--- src/rtl/step_sequencer.sv ---
// step_sequencer: per-step game controller for the snake datapath.
// Generates the move tick (pause/slow aware), scans body segments serially
// for self-collision, checks boundary and food, then issues one commit pulse.
// Optional feature: define SPEEDUP_EN to shorten the step period by
// STEP_DIV/16 on every food eaten, floored at STEP_DIV/4.
module step_sequencer #(
    parameter int STEP_DIV  = 12500000,
    parameter int SLOW_MULT = 2,
    parameter int MAX_LEN   = 64,
    parameter int LEN_W     = 6,
    parameter int CNT_W     = 26
) (
    input  logic             clk,
    input  logic             rst,
    input  logic [1:0]       game_state,
    input  logic             pause,
    input  logic             slow,
    input  logic [LEN_W-1:0] snake_length,
    input  logic             seg_match,
    input  logic             bound_err,
    input  logic             food_match,
    output logic [LEN_W-1:0] seg_idx,
    output logic             step_move,
    output logic             grow,
    output logic             get_food,
    output logic             hit_self,
    output logic             hit_boundary,
    output logic             busy
);

    localparam logic [1:0]     GS_RUNNING = 2'b00;
    // One extra bit so MAX_LEN itself is representable even when LEN_W is tight.
    localparam logic [LEN_W:0] MAX_LEN_X  = (LEN_W+1)'(MAX_LEN);

    typedef enum logic [2:0] {
        S_IDLE, S_WAIT, S_SCAN, S_FOOD, S_COMMIT, S_HALT
    } state_t;

    state_t           state, state_nxt;
    logic [CNT_W-1:0] cnt, cnt_nxt;
    logic [CNT_W-1:0] last_cnt;
    logic [LEN_W-1:0] seg_idx_nxt;
    logic             grow_r, grow_r_nxt;
    logic             step_nxt, grow_nxt, food_nxt;
    logic             hit_self_nxt, hit_bound_nxt, busy_nxt;

`ifdef SPEEDUP_EN
    localparam logic [CNT_W-1:0] BASE_INIT = CNT_W'(STEP_DIV);
    localparam logic [CNT_W-1:0] BASE_DEC  = CNT_W'(STEP_DIV / 16);
    localparam logic [CNT_W-1:0] BASE_MIN  = CNT_W'(STEP_DIV / 4);
    localparam logic [CNT_W-1:0] SLOW_K    = CNT_W'(SLOW_MULT);

    logic [CNT_W-1:0] base;

    // Floor-saturating decrement of the period base; base never drops below
    // BASE_MIN, which is itself >= BASE_DEC, so the subtraction cannot wrap.
    function automatic logic [CNT_W-1:0] sat_dec(input logic [CNT_W-1:0] b);
        return (b < BASE_MIN + BASE_DEC) ? BASE_MIN : b - BASE_DEC;
    endfunction

    // Period base: reloads while idle, shrinks on each food commit.
    always_ff @(posedge clk or posedge rst) begin
        if (rst)
            base <= BASE_INIT;
        else if (state == S_IDLE)
            base <= BASE_INIT;
        else if (state == S_COMMIT && grow_r)
            base <= sat_dec(base);
    end

    // Terminal count for the current period (slow scales the current base).
    always_comb last_cnt = slow ? (base * SLOW_K) - CNT_W'(1) : base - CNT_W'(1);
`else
    localparam logic [CNT_W-1:0] LAST_NORM = CNT_W'(STEP_DIV - 1);
    localparam logic [CNT_W-1:0] LAST_SLOW = CNT_W'(STEP_DIV * SLOW_MULT - 1);

    // Terminal count for the current period.
    always_comb last_cnt = slow ? LAST_SLOW : LAST_NORM;
`endif

    // State register.
    always_ff @(posedge clk or posedge rst) begin
        if (rst)
            state <= S_IDLE;
        else
            state <= state_nxt;
    end

    // Next-state and registered-output decisions.
    always_comb begin
        state_nxt     = state;
        cnt_nxt       = cnt;
        seg_idx_nxt   = seg_idx;
        grow_r_nxt    = grow_r;
        step_nxt      = 1'b0;
        grow_nxt      = 1'b0;
        food_nxt      = 1'b0;
        hit_self_nxt  = 1'b0;
        hit_bound_nxt = 1'b0;
        // Leaving RUNNING abandons any step in flight; HALT waits on its own.
        if (state != S_HALT && game_state != GS_RUNNING) begin
            state_nxt = S_IDLE;
            cnt_nxt   = '0;
        end else begin
            case (state)
                S_IDLE: begin
                    state_nxt = S_WAIT;
                    cnt_nxt   = '0;
                end
                S_WAIT: begin
                    if (!pause) begin
                        // >= so a period shortened by slow dropping fires at once.
                        if (cnt >= last_cnt) begin
                            cnt_nxt = '0;
                            if (bound_err) begin
                                hit_bound_nxt = 1'b1;
                                state_nxt     = S_HALT;
                            end else begin
                                seg_idx_nxt = LEN_W'(1);
                                state_nxt   = (snake_length <= LEN_W'(1)) ? S_FOOD : S_SCAN;
                            end
                        end else begin
                            cnt_nxt = cnt + CNT_W'(1);
                        end
                    end
                end
                S_SCAN: begin
                    if (seg_match) begin
                        hit_self_nxt = 1'b1;
                        state_nxt    = S_HALT;
                    end else if (seg_idx == snake_length - LEN_W'(1)) begin
                        state_nxt = S_FOOD;
                    end else begin
                        seg_idx_nxt = seg_idx + LEN_W'(1);
                    end
                end
                S_FOOD: begin
                    grow_r_nxt = food_match && ({1'b0, snake_length} < MAX_LEN_X);
                    state_nxt  = S_COMMIT;
                end
                S_COMMIT: begin
                    step_nxt  = 1'b1;
                    grow_nxt  = grow_r;
                    food_nxt  = grow_r;
                    state_nxt = S_WAIT;
                end
                S_HALT: begin
                    if (game_state != GS_RUNNING)
                        state_nxt = S_IDLE;
                end
                default: state_nxt = S_IDLE;
            endcase
        end
        busy_nxt = (state_nxt == S_SCAN) || (state_nxt == S_FOOD) || (state_nxt == S_COMMIT);
    end

    // Counter, segment index and output registers.
    always_ff @(posedge clk or posedge rst) begin
        if (rst) begin
            cnt          <= '0;
            seg_idx      <= '0;
            grow_r       <= 1'b0;
            step_move    <= 1'b0;
            grow         <= 1'b0;
            get_food     <= 1'b0;
            hit_self     <= 1'b0;
            hit_boundary <= 1'b0;
            busy         <= 1'b0;
        end else begin
            cnt          <= cnt_nxt;
            seg_idx      <= seg_idx_nxt;
            grow_r       <= grow_r_nxt;
            step_move    <= step_nxt;
            grow         <= grow_nxt;
            get_food     <= food_nxt;
            hit_self     <= hit_self_nxt;
            hit_boundary <= hit_bound_nxt;
            busy         <= busy_nxt;
        end
    end

endmodule

--- config.mk ---
export PLATFORM = sky130hd
export DESIGN_NAME = step_sequencer
export DESIGN_NICKNAME = d
export VERILOG_FILES = /design/src/rtl/step_sequencer.sv
export SDC_FILE = /design/constraint.sdc
export NUM_CORES = 1
export LEC_CHECK = 0
export CAP_MARGIN = 10
export CORE_ASPECT_RATIO = 2
export CORE_MARGIN = 3
export CORE_UTILIZATION = 57
export DETAILED_ROUTE_END_ITERATION = 16
export PLACE_DENSITY = 0.86
export SLEW_MARGIN = 40
export SYNTH_ARGS = -nofsm -noshare
export SYNTH_HDL_FRONTEND = slang
export SYNTH_SLANG_ARGS = --single-unit
--- constraint.sdc ---
create_clock -name clk -period 3.8 [get_ports clk]
set_clock_uncertainty 0.05 [all_clocks]
set_input_delay 0.57 -clock clk [delete_from_list [all_inputs] [get_ports clk]]
set_output_delay 0.57 -clock clk [all_outputs]
set_load 0.01 [all_outputs]
Word-level counts from Yosys, hierarchy flattened
Index checks and enable logic that the tools add are counted.
Cells by class
  $add $sub $neg: 3
  equality and inequality tests: 16
  bitwise gates (word level): 1
  reductions and logical operators: 11
  multiplexer cells: 32
  $lt $le $gt $ge: 2
Operator list (number)
  26-bit 2-to-1 mux: 3
  26-bit one-hot mux with 2 select lines: 1
  6-bit 2-to-1 mux: 5
  26-bit by 1-bit adder with 26-bit output (second input constant): 1
  26-bit by 25-bit >= comparator with 1-bit output: 1
  25-bit 2-to-1 mux: 1
  3-bit 2-to-1 mux: 7
  3-bit one-hot mux with 5 select lines: 1
  1-bit 2-to-1 mux: 13
  3-bit by 2-bit equality test with 1-bit output (second input constant): 4
  6-bit one-hot mux with 2 select lines: 1
  2-bit != test (second input constant): 5
  3-bit equality test (second input constant): 3
  7-bit AND reduction: 1
  6-bit by 1-bit adder with 6-bit output (second input constant): 1
  6-bit equality test: 1
  6-bit by 1-bit less-or-equal comparator with 1-bit output (second input constant): 1
  3-bit != test (second input constant): 2
  6-bit by 1-bit subtractor with 6-bit output (second input constant): 1
  2-bit AND reduction: 2
  2-bit nonzero test: 2
  3-bit by 1-bit equality test with 1-bit output (second input constant): 1
  3-bit logical NOT: 1
  3-bit nonzero test: 1
  4 further kinds: 5
Word-level totals
  word-level logic and storage cells: 74
  input bits: 15
  output and inout bits: 12
  bits in registers: 41

Logic depth before layout (Yosys ltp)
  word-level depth: 10
  gate-level depth with buffers: 9
  depth with buffers taken out: 8

Worst setup path after synthesis
No wires, ideal clock.
  path kind: input to register
  start: input port slow
  end: register cnt[11]
  setup time: 71 ps
  path buffers: 1
  data required time: 3679 ps
  path slack: 1172 ps
  stages: 9
  data arrival time: 2507 ps
  path through: inv_1 -> ha_1 -> and4_1 -> and3_1 -> a211o_1 -> a2111oi_4 -> nor2_4 -> buf_6 -> nor2_1
Between the ends
  word-level cells in the longest chain between the ends: 6
RTL lines
  start, declared: line 17  | input logic slow,
  25-bit 2-to-1 mux: line 78  | always_comb last_cnt = slow ? LAST_SLOW : LAST_NORM;
  26-bit by 25-bit >= comparator with 1-bit output: line 113  | if (cnt >= last_cnt) begin
  26-bit 2-to-1 mux: line 113
  26-bit 2-to-1 mux: line 111  | if (!pause) begin
  26-bit one-hot mux with 2 select lines: line 105  | case (state)
  26-bit 2-to-1 mux: line 101  | if (state != S_HALT && game_state != GS_RUNNING) begin
  end signal, assigned: line 170  | cnt <= cnt_nxt;
  end, declared: line 40  | logic [CNT_W-1:0] cnt, cnt_nxt;
No other way between the ends. The select of a mux whose other input is x is not followed.
A chain may end at the register's enable or synchronous reset.

Final worst setup path
  start: input port slow
  end: register cnt[6]
The elaborated chain is that of the path after synthesis.

==> out/results.ini <==
[outcome]
status = finished, final reports clean

[synth]
synth_top_family_by_area = simple AND/OR/NAND/NOR gates
synth.distinct_cells = 50
synthMuxAreaShare = 0.008337
yosys.area_share.xor_xnor = 0.09613
yosysWarnings = 0
synth_cells = 288
synth_compound_area_frac = 0.1314
synth_area_mm2 = 0.002551
synth_edf_count = 0
avgSynthCellArea_um2 = 8.858
synthSimpleGateAreaFrac = 0.2491
ys_async_sr_fraction = 1.000
ys_ff_latch = 41
ys.flop_type = dfrtp_1
syn_nets = 316
synth-seq-area-share = 0.4022
synth_fa_ha_area_frac = 0.06376

[cts]
cts_hold_buf = 0
cts-root-buf = clkbuf_8
clock-sinks = 41
cts_tree = built
cts_resized = 0
cts_buffers = 5
post_cts_buffers = 0
insertion_delay_ns = 0.29
clkTransAtPathRegs_ns = 0.07
cts_max_level = 2
clockBufferDepth = 2

[floorplan]
coreArea_mm2 = 0.004212
rows = 33
io_pins = 27
die_y_um = 100.6
fp.dieArea_mm2 = 0.005363
die_w_um = 53.31
initial_utilization = 0.6058

[worst_setup_path]
crit_path_end_kind = flop
cp.required_ns = 3.96
crit_type = input pin to flop
worstPathArrival_ns = 3.38
path_max_fanout = 9
start_kind = input pin

[sta]
fin_crit_ns = 3.226
rsz0062_at_grt = false
fin_crit_sh = 0.8488
finalSetupViolCount = 0
slew_headroom = 0.5174
tightest_slew_ns = 0.7195
final.setup.tns_ns = 0
finalHoldViolCount = 0
slew_viol_final = 0
fmax_mhz = 310.0

[place]
io_buffers = 26
routabilityCongestion = 0.8058
hpwl_um = 4321

[final_layout]
layout_common_cells = nor2_1, dfrtp_1, xnor2_1, clkdlybuf4s50_1, nand2_1
antenna_cells = 0
area_delta_synth_final_pct = 15.79
layout-drive-gt1-share = 0.06090
final_core_utilization = 0.7014
nNetsFinal = 339

[global_routing]
gr-total-overflow = 0
grt.total_usage = 0.2385
grt_max_degree = 22
grt_pass1_wl_um = 9749
antenna_found_initial = 0
grt_pass1_vias = 2272

[detailed_routing]
drt_iter0_drc = 54
dr.pass1.iters = 4
drc = 0
drt_wl_total_um = 5553
viasPerCell = 6.019
postRouteAntennaNets = 0
wl_per_cell_um = 15.26
vias = 2191

[power]
ir_worst_vdd_v = 0.0002396
p_leak_nw = 1.185
power_density_mw_per_mm2 = 301.3

[min_path]
hold_path.class = flop to flop

[flow_run]
max_cap_viol_count = 0

## Yosys cell counts (2+ instances only)
cell type / instances / area [µm²]
a22o_1: 2 / 17.52
nand3_1: 14 / 70.07
inv_1: 18 / 67.56
xor2_1: 2 / 17.52
a21oi_1: 12 / 60.06
and4_1: 2 / 17.52
nor3_1: 14 / 70.07
xnor2_1: 26 / 227.7
nor2_1: 41 / 153.9
o31ai_1: 7 / 52.55
nand2_1: 20 / 75.07
nor4_1: 3 / 18.77
o22ai_1: 3 / 18.77
o21ai_0: 7 / 35.03
o41ai_1: 4 / 35.03
clkbuf_1: 8 / 30.03
or2_2: 4 / 25.02
nand4b_1: 2 / 17.52
and3_1: 6 / 37.54
nor3b_1: 2 / 15.01
dfrtp_1: 41 / 1026
ha_1: 13 / 162.7
nor2b_1: 2 / 12.51
nand4_1: 7 / 43.79
and2_1: 2 / 12.51
or4_1: 2 / 15.01
## final cells by class
| type | count | area, µm² |
|---|---|---|
| Multi-Input combinational cell | 217 | 1400 |
| Fill cell | 343 | 1257 |
| Sequential cell | 41 | 1026 |
| Timing Repair Buffer | 28 | 275.3 |
| Clock buffer | 6 | 82.58 |
| Inverter | 18 | 67.56 |
| Tap cell | 52 | 65.06 |
| Clock inverter | 2 | 37.54 |
## stage by stage
step           total power, W  hold slack, ns  worst slack [ns]  cells  instance area [µm²]
3_3_place_gp        0.0005361          0.4280            0.3645    356                 2834
2_1_floorplan       0.0005012          0.3974             1.172    288                 2551
6_report            0.0008901          0.4538            0.5745    364                 2954
5_1_grt             0.0009233          0.4955            0.4315    364                 2954
3_5_place_dp        0.0005376          0.4384            0.3011    356                 2834
4_1_cts             0.0008964          0.4552            0.6086    364                 2954
## worst paths after layout
path / from / to / slack [ns] / depth (start not counted)
max in group asynchronous: rst / cnt[20] / 2.47 / 3
min in group asynchronous: rst / hit_self / 0.56 / 2
worst max-delay path: slow / cnt[6] / 0.57 / 9
worst min register to register: cnt[1] / cnt[1] / 0.45 / 2
worst max register to register: cnt[0] / cnt[6] / 0.94 / 7
worst min-delay path: cnt[1] / cnt[1] / 0.45 / 2
## cell families (layout without fill, tap and decap cells)
group,Yosys count,in the layout
xor+xnor,28,28
mux,2,2
simple gates,127,127
compound gates,47,47
buf+inv,30,54
fa+ha+maj,13,13
flops,41,41
## state kept, by name, summed over array words and instances, names as in the netlist
signal and count:
cnt 26, seg_idx 6, state 3, busy 1, get_food 1, grow_r 1
hit_boundary 1, hit_self 1, step_move 1
## worst max-delay path, cell delays in order
cell             delay [ns]
clkdlybuf4s50_1        0.58
inv_1                  0.15
ha_1                   0.30
and4_1                 0.20
and3_1                 0.19
a211o_1                0.35
a2111oi_4              0.64
nand2_1                0.24
o22ai_1                0.17
## power by group
part	total [W]	internal (W)	switching, W
Combinational	0.0000804	0.0000384	0.0000420
Clock	0.000361	0.000213	0.000148
Sequential	0.000449	0.000440	0.00000845
## routing by layer
metal | vias to the layer above | track usage | part of all wire
met2 | 45 | 0.4380 | 0.57
met3 | 13 | 0.03259 | 0.022
li1 | 1056 | - | -
met1 | 1077 | 0.2527 | 0.37
met5 | - | 0 | 0
met4 | 0 | 0.1102 | 0.032
No activity file was read; power rests on OpenSTA's default activity.
